==> src/rtl/axi4_lite_master_if.sv <==
// Command/response and AXI4-Lite channel bundle for axi4_lite_master.
// The master modport is the bridge's view; slave is the view of everything around it.
interface axi4_lite_master_if #(
    parameter int unsigned ADDR_WIDTH = 8,
    parameter int unsigned DATA_WIDTH = 32
);
    localparam int unsigned STRB_WIDTH = DATA_WIDTH / 8;

    logic                  cmd_valid;
    logic                  cmd_ready;
    logic                  cmd_we;
    logic [ADDR_WIDTH-1:0] cmd_addr;
    logic [DATA_WIDTH-1:0] cmd_wdata;
    logic [STRB_WIDTH-1:0] cmd_wstrb;

    logic                  rsp_valid;
    logic                  rsp_ready;
    logic [DATA_WIDTH-1:0] rsp_rdata;
    logic [1:0]            rsp_resp;
    logic                  rsp_timeout;

    logic [ADDR_WIDTH-1:0] m_axi_awaddr;
    logic                  m_axi_awvalid;
    logic                  m_axi_awready;
    logic [DATA_WIDTH-1:0] m_axi_wdata;
    logic [STRB_WIDTH-1:0] m_axi_wstrb;
    logic                  m_axi_wvalid;
    logic                  m_axi_wready;
    logic [1:0]            m_axi_bresp;
    logic                  m_axi_bvalid;
    logic                  m_axi_bready;
    logic [ADDR_WIDTH-1:0] m_axi_araddr;
    logic                  m_axi_arvalid;
    logic                  m_axi_arready;
    logic [DATA_WIDTH-1:0] m_axi_rdata;
    logic [1:0]            m_axi_rresp;
    logic                  m_axi_rvalid;
    logic                  m_axi_rready;

    modport master (
        input  cmd_valid, cmd_we, cmd_addr, cmd_wdata, cmd_wstrb,
        output cmd_ready,
        output rsp_valid, rsp_rdata, rsp_resp, rsp_timeout,
        input  rsp_ready,
        output m_axi_awaddr, m_axi_awvalid,
        input  m_axi_awready,
        output m_axi_wdata, m_axi_wstrb, m_axi_wvalid,
        input  m_axi_wready,
        input  m_axi_bresp, m_axi_bvalid,
        output m_axi_bready,
        output m_axi_araddr, m_axi_arvalid,
        input  m_axi_arready,
        input  m_axi_rdata, m_axi_rresp, m_axi_rvalid,
        output m_axi_rready
    );

    modport slave (
        output cmd_valid, cmd_we, cmd_addr, cmd_wdata, cmd_wstrb,
        input  cmd_ready,
        input  rsp_valid, rsp_rdata, rsp_resp, rsp_timeout,
        output rsp_ready,
        input  m_axi_awaddr, m_axi_awvalid,
        output m_axi_awready,
        input  m_axi_wdata, m_axi_wstrb, m_axi_wvalid,
        output m_axi_wready,
        output m_axi_bresp, m_axi_bvalid,
        input  m_axi_bready,
        input  m_axi_araddr, m_axi_arvalid,
        output m_axi_arready,
        output m_axi_rdata, m_axi_rresp, m_axi_rvalid,
        input  m_axi_rready
    );
endinterface

==> src/rtl/axi4_lite_master.sv <==
// Single-outstanding command-to-AXI4-Lite bridge. Define AXI4L_MASTER_TIMEOUT_EN to add a
// per-state handshake watchdog that ends a stuck transaction with SLVERR and rsp_timeout = 1.
module axi4_lite_master #(
    parameter int unsigned ADDR_WIDTH     = 8,
    parameter int unsigned DATA_WIDTH     = 32,
    parameter int unsigned TIMEOUT_CYCLES = 255
) (
    input  logic               clk,
    input  logic               rst,
    axi4_lite_master_if.master bus
);
    localparam int unsigned STRB_WIDTH = DATA_WIDTH / 8;

    typedef enum logic [2:0] {
        StIdle,
        StWrReq,
        StWrResp,
        StRdReq,
        StRdResp,
        StRsp
    } state_e;

    state_e                state_q, state_d;
    logic [ADDR_WIDTH-1:0] addr_q, addr_d;
    logic [DATA_WIDTH-1:0] wdata_q, wdata_d;
    logic [STRB_WIDTH-1:0] wstrb_q, wstrb_d;
    logic                  aw_done_q, aw_done_d;
    logic                  w_done_q, w_done_d;
    logic [DATA_WIDTH-1:0] rsp_rdata_q, rsp_rdata_d;
    logic [1:0]            rsp_resp_q, rsp_resp_d;
    logic                  tmo_hit;

`ifdef AXI4L_MASTER_TIMEOUT_EN
    logic [31:0] tmo_cnt_q;
    logic        tmo_flag_q;
    logic        waiting;
    logic        resp_hs;

    assign waiting = state_q inside {StWrReq, StWrResp, StRdReq, StRdResp};
    assign tmo_hit = waiting && (tmo_cnt_q == TIMEOUT_CYCLES - 32'd1);
    // A response arriving on the limit cycle wins over the timeout.
    assign resp_hs = (state_q == StWrResp && bus.m_axi_bvalid) ||
                     (state_q == StRdResp && bus.m_axi_rvalid);

    always_ff @(posedge clk) begin
        if (rst || state_d != state_q) begin
            tmo_cnt_q <= '0;
        end else if (waiting) begin
            tmo_cnt_q <= tmo_cnt_q + 32'd1;
        end
    end

    always_ff @(posedge clk) begin
        if (rst) begin
            tmo_flag_q <= 1'b0;
        end else if (state_q != StRsp && state_d == StRsp) begin
            tmo_flag_q <= tmo_hit && !resp_hs;
        end
    end

    assign bus.rsp_timeout = tmo_flag_q;
`else
    logic unused_timeout_cycles;
    assign unused_timeout_cycles = ^TIMEOUT_CYCLES;
    assign tmo_hit               = 1'b0;
    assign bus.rsp_timeout       = 1'b0;
`endif

    always_ff @(posedge clk) begin
        if (rst) begin
            state_q     <= StIdle;
            addr_q      <= '0;
            wdata_q     <= '0;
            wstrb_q     <= '0;
            aw_done_q   <= 1'b0;
            w_done_q    <= 1'b0;
            rsp_rdata_q <= '0;
            rsp_resp_q  <= '0;
        end else begin
            state_q     <= state_d;
            addr_q      <= addr_d;
            wdata_q     <= wdata_d;
            wstrb_q     <= wstrb_d;
            aw_done_q   <= aw_done_d;
            w_done_q    <= w_done_d;
            rsp_rdata_q <= rsp_rdata_d;
            rsp_resp_q  <= rsp_resp_d;
        end
    end

    always_comb begin
        state_d     = state_q;
        addr_d      = addr_q;
        wdata_d     = wdata_q;
        wstrb_d     = wstrb_q;
        aw_done_d   = aw_done_q;
        w_done_d    = w_done_q;
        rsp_rdata_d = rsp_rdata_q;
        rsp_resp_d  = rsp_resp_q;

        unique case (state_q)
            StIdle: begin
                if (bus.cmd_valid) begin
                    addr_d    = bus.cmd_addr;
                    wdata_d   = bus.cmd_wdata;
                    wstrb_d   = bus.cmd_wstrb;
                    aw_done_d = 1'b0;
                    w_done_d  = 1'b0;
                    state_d   = bus.cmd_we ? StWrReq : StRdReq;
                end
            end
            StWrReq: begin
                // Each valid is low once its done flag is set, so ready alone marks the beat.
                aw_done_d = aw_done_q | bus.m_axi_awready;
                w_done_d  = w_done_q | bus.m_axi_wready;
                if (aw_done_d && w_done_d) begin
                    state_d = StWrResp;
                end
            end
            StWrResp: begin
                if (bus.m_axi_bvalid) begin
                    rsp_resp_d  = bus.m_axi_bresp;
                    rsp_rdata_d = '0;
                    state_d     = StRsp;
                end
            end
            StRdReq: begin
                if (bus.m_axi_arready) begin
                    state_d = StRdResp;
                end
            end
            StRdResp: begin
                if (bus.m_axi_rvalid) begin
                    rsp_resp_d  = bus.m_axi_rresp;
                    rsp_rdata_d = bus.m_axi_rdata;
                    state_d     = StRsp;
                end
            end
            StRsp: begin
                if (bus.rsp_ready) begin
                    state_d = StIdle;
                end
            end
            default: state_d = StIdle;
        endcase

        // Timeout only fires when the state would otherwise have stayed put.
        if (tmo_hit && state_d == state_q) begin
            state_d     = StRsp;
            rsp_resp_d  = 2'b10;
            rsp_rdata_d = '0;
        end
    end

    assign bus.cmd_ready     = (state_q == StIdle);
    assign bus.m_axi_awaddr  = addr_q;
    assign bus.m_axi_awvalid = (state_q == StWrReq) && !aw_done_q;
    assign bus.m_axi_wdata   = wdata_q;
    assign bus.m_axi_wstrb   = wstrb_q;
    assign bus.m_axi_wvalid  = (state_q == StWrReq) && !w_done_q;
    assign bus.m_axi_bready  = (state_q == StWrResp);
    assign bus.m_axi_araddr  = addr_q;
    assign bus.m_axi_arvalid = (state_q == StRdReq);
    assign bus.m_axi_rready  = (state_q == StRdResp);
    assign bus.rsp_valid     = (state_q == StRsp);
    assign bus.rsp_rdata     = rsp_rdata_q;
    assign bus.rsp_resp      = rsp_resp_q;
endmodule

==> src/flat_wrapper.sv <==
// flat-port wrapper written by rule: the top's interface ports become plain ports
module axi4_lite_master_flat 
#(
    parameter int unsigned ADDR_WIDTH     = 8,
    parameter int unsigned DATA_WIDTH     = 32,
    parameter int unsigned TIMEOUT_CYCLES = 255
)
  (clk, rst, bus_cmd_valid, bus_cmd_we, bus_cmd_addr, bus_cmd_wdata, bus_cmd_wstrb, bus_cmd_ready, bus_rsp_valid, bus_rsp_rdata, bus_rsp_resp, bus_rsp_timeout, bus_rsp_ready, bus_m_axi_awaddr, bus_m_axi_awvalid, bus_m_axi_awready, bus_m_axi_wdata, bus_m_axi_wstrb, bus_m_axi_wvalid, bus_m_axi_wready, bus_m_axi_bresp, bus_m_axi_bvalid, bus_m_axi_bready, bus_m_axi_araddr, bus_m_axi_arvalid, bus_m_axi_arready, bus_m_axi_rdata, bus_m_axi_rresp, bus_m_axi_rvalid, bus_m_axi_rready);
  axi4_lite_master_if #(.ADDR_WIDTH(ADDR_WIDTH), .DATA_WIDTH(DATA_WIDTH)) bus_i ();
  input  logic clk;
  input  logic rst;
  input wire logic [$bits(bus_i.cmd_valid)-1:0] bus_cmd_valid;
  input wire logic [$bits(bus_i.cmd_we)-1:0] bus_cmd_we;
  input wire logic [$bits(bus_i.cmd_addr)-1:0] bus_cmd_addr;
  input wire logic [$bits(bus_i.cmd_wdata)-1:0] bus_cmd_wdata;
  input wire logic [$bits(bus_i.cmd_wstrb)-1:0] bus_cmd_wstrb;
  output wire logic [$bits(bus_i.cmd_ready)-1:0] bus_cmd_ready;
  output wire logic [$bits(bus_i.rsp_valid)-1:0] bus_rsp_valid;
  output wire logic [$bits(bus_i.rsp_rdata)-1:0] bus_rsp_rdata;
  output wire logic [$bits(bus_i.rsp_resp)-1:0] bus_rsp_resp;
  output wire logic [$bits(bus_i.rsp_timeout)-1:0] bus_rsp_timeout;
  input wire logic [$bits(bus_i.rsp_ready)-1:0] bus_rsp_ready;
  output wire logic [$bits(bus_i.m_axi_awaddr)-1:0] bus_m_axi_awaddr;
  output wire logic [$bits(bus_i.m_axi_awvalid)-1:0] bus_m_axi_awvalid;
  input wire logic [$bits(bus_i.m_axi_awready)-1:0] bus_m_axi_awready;
  output wire logic [$bits(bus_i.m_axi_wdata)-1:0] bus_m_axi_wdata;
  output wire logic [$bits(bus_i.m_axi_wstrb)-1:0] bus_m_axi_wstrb;
  output wire logic [$bits(bus_i.m_axi_wvalid)-1:0] bus_m_axi_wvalid;
  input wire logic [$bits(bus_i.m_axi_wready)-1:0] bus_m_axi_wready;
  input wire logic [$bits(bus_i.m_axi_bresp)-1:0] bus_m_axi_bresp;
  input wire logic [$bits(bus_i.m_axi_bvalid)-1:0] bus_m_axi_bvalid;
  output wire logic [$bits(bus_i.m_axi_bready)-1:0] bus_m_axi_bready;
  output wire logic [$bits(bus_i.m_axi_araddr)-1:0] bus_m_axi_araddr;
  output wire logic [$bits(bus_i.m_axi_arvalid)-1:0] bus_m_axi_arvalid;
  input wire logic [$bits(bus_i.m_axi_arready)-1:0] bus_m_axi_arready;
  input wire logic [$bits(bus_i.m_axi_rdata)-1:0] bus_m_axi_rdata;
  input wire logic [$bits(bus_i.m_axi_rresp)-1:0] bus_m_axi_rresp;
  input wire logic [$bits(bus_i.m_axi_rvalid)-1:0] bus_m_axi_rvalid;
  output wire logic [$bits(bus_i.m_axi_rready)-1:0] bus_m_axi_rready;
  assign bus_i.cmd_valid = bus_cmd_valid;
  assign bus_i.cmd_we = bus_cmd_we;
  assign bus_i.cmd_addr = bus_cmd_addr;
  assign bus_i.cmd_wdata = bus_cmd_wdata;
  assign bus_i.cmd_wstrb = bus_cmd_wstrb;
  assign bus_cmd_ready = bus_i.cmd_ready;
  assign bus_rsp_valid = bus_i.rsp_valid;
  assign bus_rsp_rdata = bus_i.rsp_rdata;
  assign bus_rsp_resp = bus_i.rsp_resp;
  assign bus_rsp_timeout = bus_i.rsp_timeout;
  assign bus_i.rsp_ready = bus_rsp_ready;
  assign bus_m_axi_awaddr = bus_i.m_axi_awaddr;
  assign bus_m_axi_awvalid = bus_i.m_axi_awvalid;
  assign bus_i.m_axi_awready = bus_m_axi_awready;
  assign bus_m_axi_wdata = bus_i.m_axi_wdata;
  assign bus_m_axi_wstrb = bus_i.m_axi_wstrb;
  assign bus_m_axi_wvalid = bus_i.m_axi_wvalid;
  assign bus_i.m_axi_wready = bus_m_axi_wready;
  assign bus_i.m_axi_bresp = bus_m_axi_bresp;
  assign bus_i.m_axi_bvalid = bus_m_axi_bvalid;
  assign bus_m_axi_bready = bus_i.m_axi_bready;
  assign bus_m_axi_araddr = bus_i.m_axi_araddr;
  assign bus_m_axi_arvalid = bus_i.m_axi_arvalid;
  assign bus_i.m_axi_arready = bus_m_axi_arready;
  assign bus_i.m_axi_rdata = bus_m_axi_rdata;
  assign bus_i.m_axi_rresp = bus_m_axi_rresp;
  assign bus_i.m_axi_rvalid = bus_m_axi_rvalid;
  assign bus_m_axi_rready = bus_i.m_axi_rready;
  axi4_lite_master #(.ADDR_WIDTH(ADDR_WIDTH), .DATA_WIDTH(DATA_WIDTH), .TIMEOUT_CYCLES(TIMEOUT_CYCLES)) u_core (.clk(clk), .rst(rst), .bus(bus_i));
endmodule
==> config.mk <==
export PLATFORM = sky130hd
export DESIGN_NAME = axi4_lite_master_flat
export DESIGN_NICKNAME = d
export VERILOG_FILES = /design/src/rtl/axi4_lite_master_if.sv /design/src/rtl/axi4_lite_master.sv /design/src/flat_wrapper.sv
export SDC_FILE = /design/constraint.sdc
export NUM_CORES = 1
export LEC_CHECK = 0
export BUFFER_PORTS_ARGS = -buffer_cell sky130_fd_sc_hd__buf_2
export CAP_MARGIN = 10
export CORE_ASPECT_RATIO = 1.2
export CORE_MARGIN = 5
export CORE_UTILIZATION = 44
export CTS_CLUSTER_DIAMETER = 40
export DETAILED_ROUTE_END_ITERATION = 7
export PLACE_DENSITY = 0.9
export REMOVE_ABC_BUFFERS = 1
export SYNTH_ARGS = -nofsm -noshare
export SYNTH_HDL_FRONTEND = slang
export SYNTH_SLANG_ARGS = --single-unit
export TNS_END_PERCENT = 20
==> constraint.sdc <==
create_clock -name clk -period 1.8 [get_ports clk]
set_clock_uncertainty 0.05 [all_clocks]
set_input_delay 0.27 -clock clk [delete_from_list [all_inputs] [get_ports clk]]
set_output_delay 0.27 -clock clk [all_outputs]
set_load 0.01 [all_outputs]
==> impl_summary.log <==
INFO  metric outcome = completed
INFO  metric post_route_cells_drive_above_1_share = 0.380
INFO  metric timing_hold_violations_final = 0
INFO  metric drt_pass1_iterations = 4
INFO  metric irDropWorstVdd = 0.000578 V
INFO  metric p_leak = about 2.0 nW
INFO  metric post_route_drc_violation_count = 0
INFO  metric dp.cells = approximately 640
INFO  metric clk_lat_worst_skew = roughly 0.33 ns
INFO  metric crit_path_dat = about 1.4 ns
INFO  metric synth.cell_area = ~0.0033 mm2
INFO  metric num_rows = 34
INFO  metric layout_common_cells = buf_2, nand2_1, dfxtp_1, a21oi_1, nand3_1
INFO  metric dp_hpwl = between 6 and 7 mm
INFO  metric grt_setup_unrepaired = no
INFO  metric antenna_cells = 0
INFO  metric netlist-cell-type-count = 29
INFO  metric post_place_setup_slack = approximately 0.17 ns
INFO  metric dpl-instance-area = ~0.0042 mm2
INFO  metric timing.final.setup_violations = 0
INFO  metric register_area_share_after_synthesis = 0.511
INFO  metric post_route_setup_tns = 0 ns
INFO  metric crit_chain = nand2b_4 > nor2_4 > buf_12 > buf_2
INFO  metric coreArea = 0.00723 mm2
INFO  metric pwr_density_cell = 1280 mW/mm2
INFO  metric post-synth-top-area-fraction = 0.511
INFO  metric cap_violations = 0
INFO  metric antenna_left = 0
INFO  metric gp_routability_congestion = ~0.83
INFO  metric worst_setup_path_start_kind = flop
INFO  metric drt-vias-per-instance = approximately 5.1
INFO  metric final_design_area_no_fill = around 0.0044 mm2
INFO  metric holdCritStartpoint = bus_cmd_wstrb[1]
INFO  metric reg2reg_to = u_core.state_q[2]
INFO  metric cts.path.max_buffers = 2
INFO  metric required = 1.48 ns
INFO  metric r2r-start = u_core.state_q[1]
INFO  metric synth.ff_latch_count = 83
INFO  metric slowest_stage = dfxtp_2
INFO  metric grt_pass1_vias = between 3000 and 4000
INFO  metric drt-initial-drc-count = 100
INFO  metric fin_util = 0.603
INFO  metric synth_top_area_cell = dfxtp_1
INFO  metric sink_count = a little over 80
INFO  metric mostFrequentLayoutCell = buf_2
INFO  metric worstHoldPathCells = 3
INFO  metric critical_path.max_fanout = 35
INFO  metric area_growth = 34.0%
INFO  metric port-buffer-count = roughly 180
INFO  metric htree_num_levels = 3
INFO  metric netlist_instances = 400
INFO  metric antenna_found_initial = 0
INFO  metric worstSetupEndpointType = output port
INFO  metric ys_warn_count = 0
INFO  metric vias = ~3300
INFO  metric grt_pass1_wl = roughly 14 mm
INFO  metric layout_nets = 653
INFO  metric finalPower = 5.60 mW
INFO  metric cts_tree = built
INFO  metric critical_path_class = flop to output port
INFO  metric fp.dieArea = 0.00922 mm2
INFO  metric cts_root_buffer = clkbuf_8
INFO  metric max_freq = 582 MHz
INFO  metric floorplan.die.height = 104 um
INFO  metric fin_crit = between 1.5 and 2 ns
INFO  metric drv_slew = 0
INFO  metric cts_made_buffers = 9
INFO  metric grt.overflow.total = 0
INFO  metric grt_max_degree = 45
INFO  metric wl_per_cell = between 10 and 15 um
INFO  metric timing.hold.worst.class = primary input to flop
INFO  metric final.period_utilization = 0.955
INFO  metric synth_area_per_cell = 8.13 um2
INFO  metric r2r.worst_path.cells = 4
INFO  metric reg2reg_setup_slack = slightly above 0.3 ns
INFO  metric timing.critical_path.slowest_cell_delay = 0.49 ns
INFO  metric initial_core_util = 0.450
INFO  metric n_fill_cell = around 610
INFO  metric finalWirelength = slightly below 9 mm
INFO  metric finalWorstSetupSlack = approximately 0.08 ns
INFO  metric grt_use_total = 0.181
INFO  metric final_cell_count_without_fillers = 656
INFO  metric synth.area.top_cells = dfxtp_1, nand2_1, a21oi_1
INFO  metric ioPinCount = ~180
INFO  metric hold_slack = ~0.11 ns
INFO  metric whs_endpoint = u_core.bus.m_axi_wstrb[1]
INFO  metric cts.clk_slew.worst_paths = about 0.080 ns
INFO  metric die_w = a little under 90 um
INFO  metric cts_post_setup_buffers_inserted = 0
[flip-flops by register name, indices dropped and copies added (netlist names)]
| name | cells |
|---|---|
| u_core.aw_done_q | 1 |
| u_core.bus.m_axi_araddr | 8 |
| u_core.bus.m_axi_wdata | 32 |
| u_core.bus.m_axi_wstrb | 4 |
| u_core.bus.rsp_rdata | 32 |
| u_core.bus.rsp_resp | 2 |
| u_core.state_q | 3 |
| u_core.w_done_q | 1 |
[Yosys cell counts]
cell type,number
a21oi_1,79
buf_2,5
clkbuf_1,13
o21ai_0,2
nor2_1,10
nor3_1,1
nand2_1,124
o31ai_1,1
and3_1,1
dfxtp_1,83
nor2_4,2
o211ai_1,1
a31oi_1,1
nand2b_1,2
nand2b_4,1
clkinv_1,1
buf_6,4
a2bb2oi_1,2
nor3b_1,2
a21o_1,1
mux2i_1,5
o22ai_1,1
conb_1,1
nand3_1,34
a21oi_4,1
nand3b_4,2
a211oi_1,2
buf_4,17
a211o_1,1
[layout make-up]
| cell class | instances | area [um2] | share of cell area |
|---|---|---|---|
| clock buffer | 9 | 124 | 0.0284 |
| clock inverter | 5 | 56.3 | 0.0129 |
| inverter | 1 | 3.75 | 0.000861 |
| multi-input combinational | 277 | 1340 | 0.307 |
| sequential | 83 | 1670 | 0.383 |
| tap | 90 | 113 | 0.0258 |
| timing repair buffer | 191 | 1050 | 0.242 |
[kinds of logic after synthesis]
| kind of cell | Yosys count | synth area share |
|---|---|---|
| simple gates | 179 | 0.242 |
| compound gates | 92 | 0.153 |
| flops | 83 | 0.511 |
| buf+inv | 40 | 0.0769 |
| mux | 5 | 0.0154 |
| other cells | 1 | 0.00115 |
[per-layer routing]
| metal | routed length (um) | GRT usage | vias to the layer above |
|---|---|---|---|
| met1 | 3270 | 0.194 | 1504 |
| met2 | 4270 | 0.319 | 161 |
| li1 | - | - | 1643 |
| met4 | 147 | 0.0713 | 0 |
| met3 | 1040 | 0.0594 | 18 |
| met5 | 0 | 0 | - |
[critical path, delay by kind of cell (launching register included)]
family,cells,cell delay (ns)
flops,1,0.49
buf+inv,2,0.31
simple gates,2,0.25
[what timing repair did]
action,in CTS,in global routing
hold buffers,0,0
gates resized for setup,2,3
endpoints found under the setup margin,1,3
pin swaps,0,0
[power breakdown]
group | leakage [nW] | internal, mW | switching (mW)
clock | 0.0909 | 0.624 | 0.615
combinational | 1.28 | 0.836 | 1.19
sequential | 0.677 | 2.11 | 0.223
[how the worst max path moves through the flow]
| stage | from | endpoint | slack (ns) | cells past startpoint |
|---|---|---|---|---|
| 6_report | u_core.state_q[1] | bus_m_axi_rready | 0.08 | 4 |
| 5_1_grt | u_core.state_q[1] | bus_m_axi_rready | 0.01 | 4 |
| 4_1_cts | u_core.state_q[0] | bus_m_axi_rready | 0.05 | 4 |
| 3_5_place_dp | u_core.state_q[2] | u_core.state_q[1] | 0.17 | 4 |
| 3_3_place_gp | u_core.state_q[2] | u_core.bus.rsp_rdata[24] | 0.26 | 5 |
| 2_1_floorplan | u_core.state_q[0] | u_core.bus.m_axi_araddr[0] | -0.17 | 4 |
Note: power is estimated with default switching activity, not from simulation.
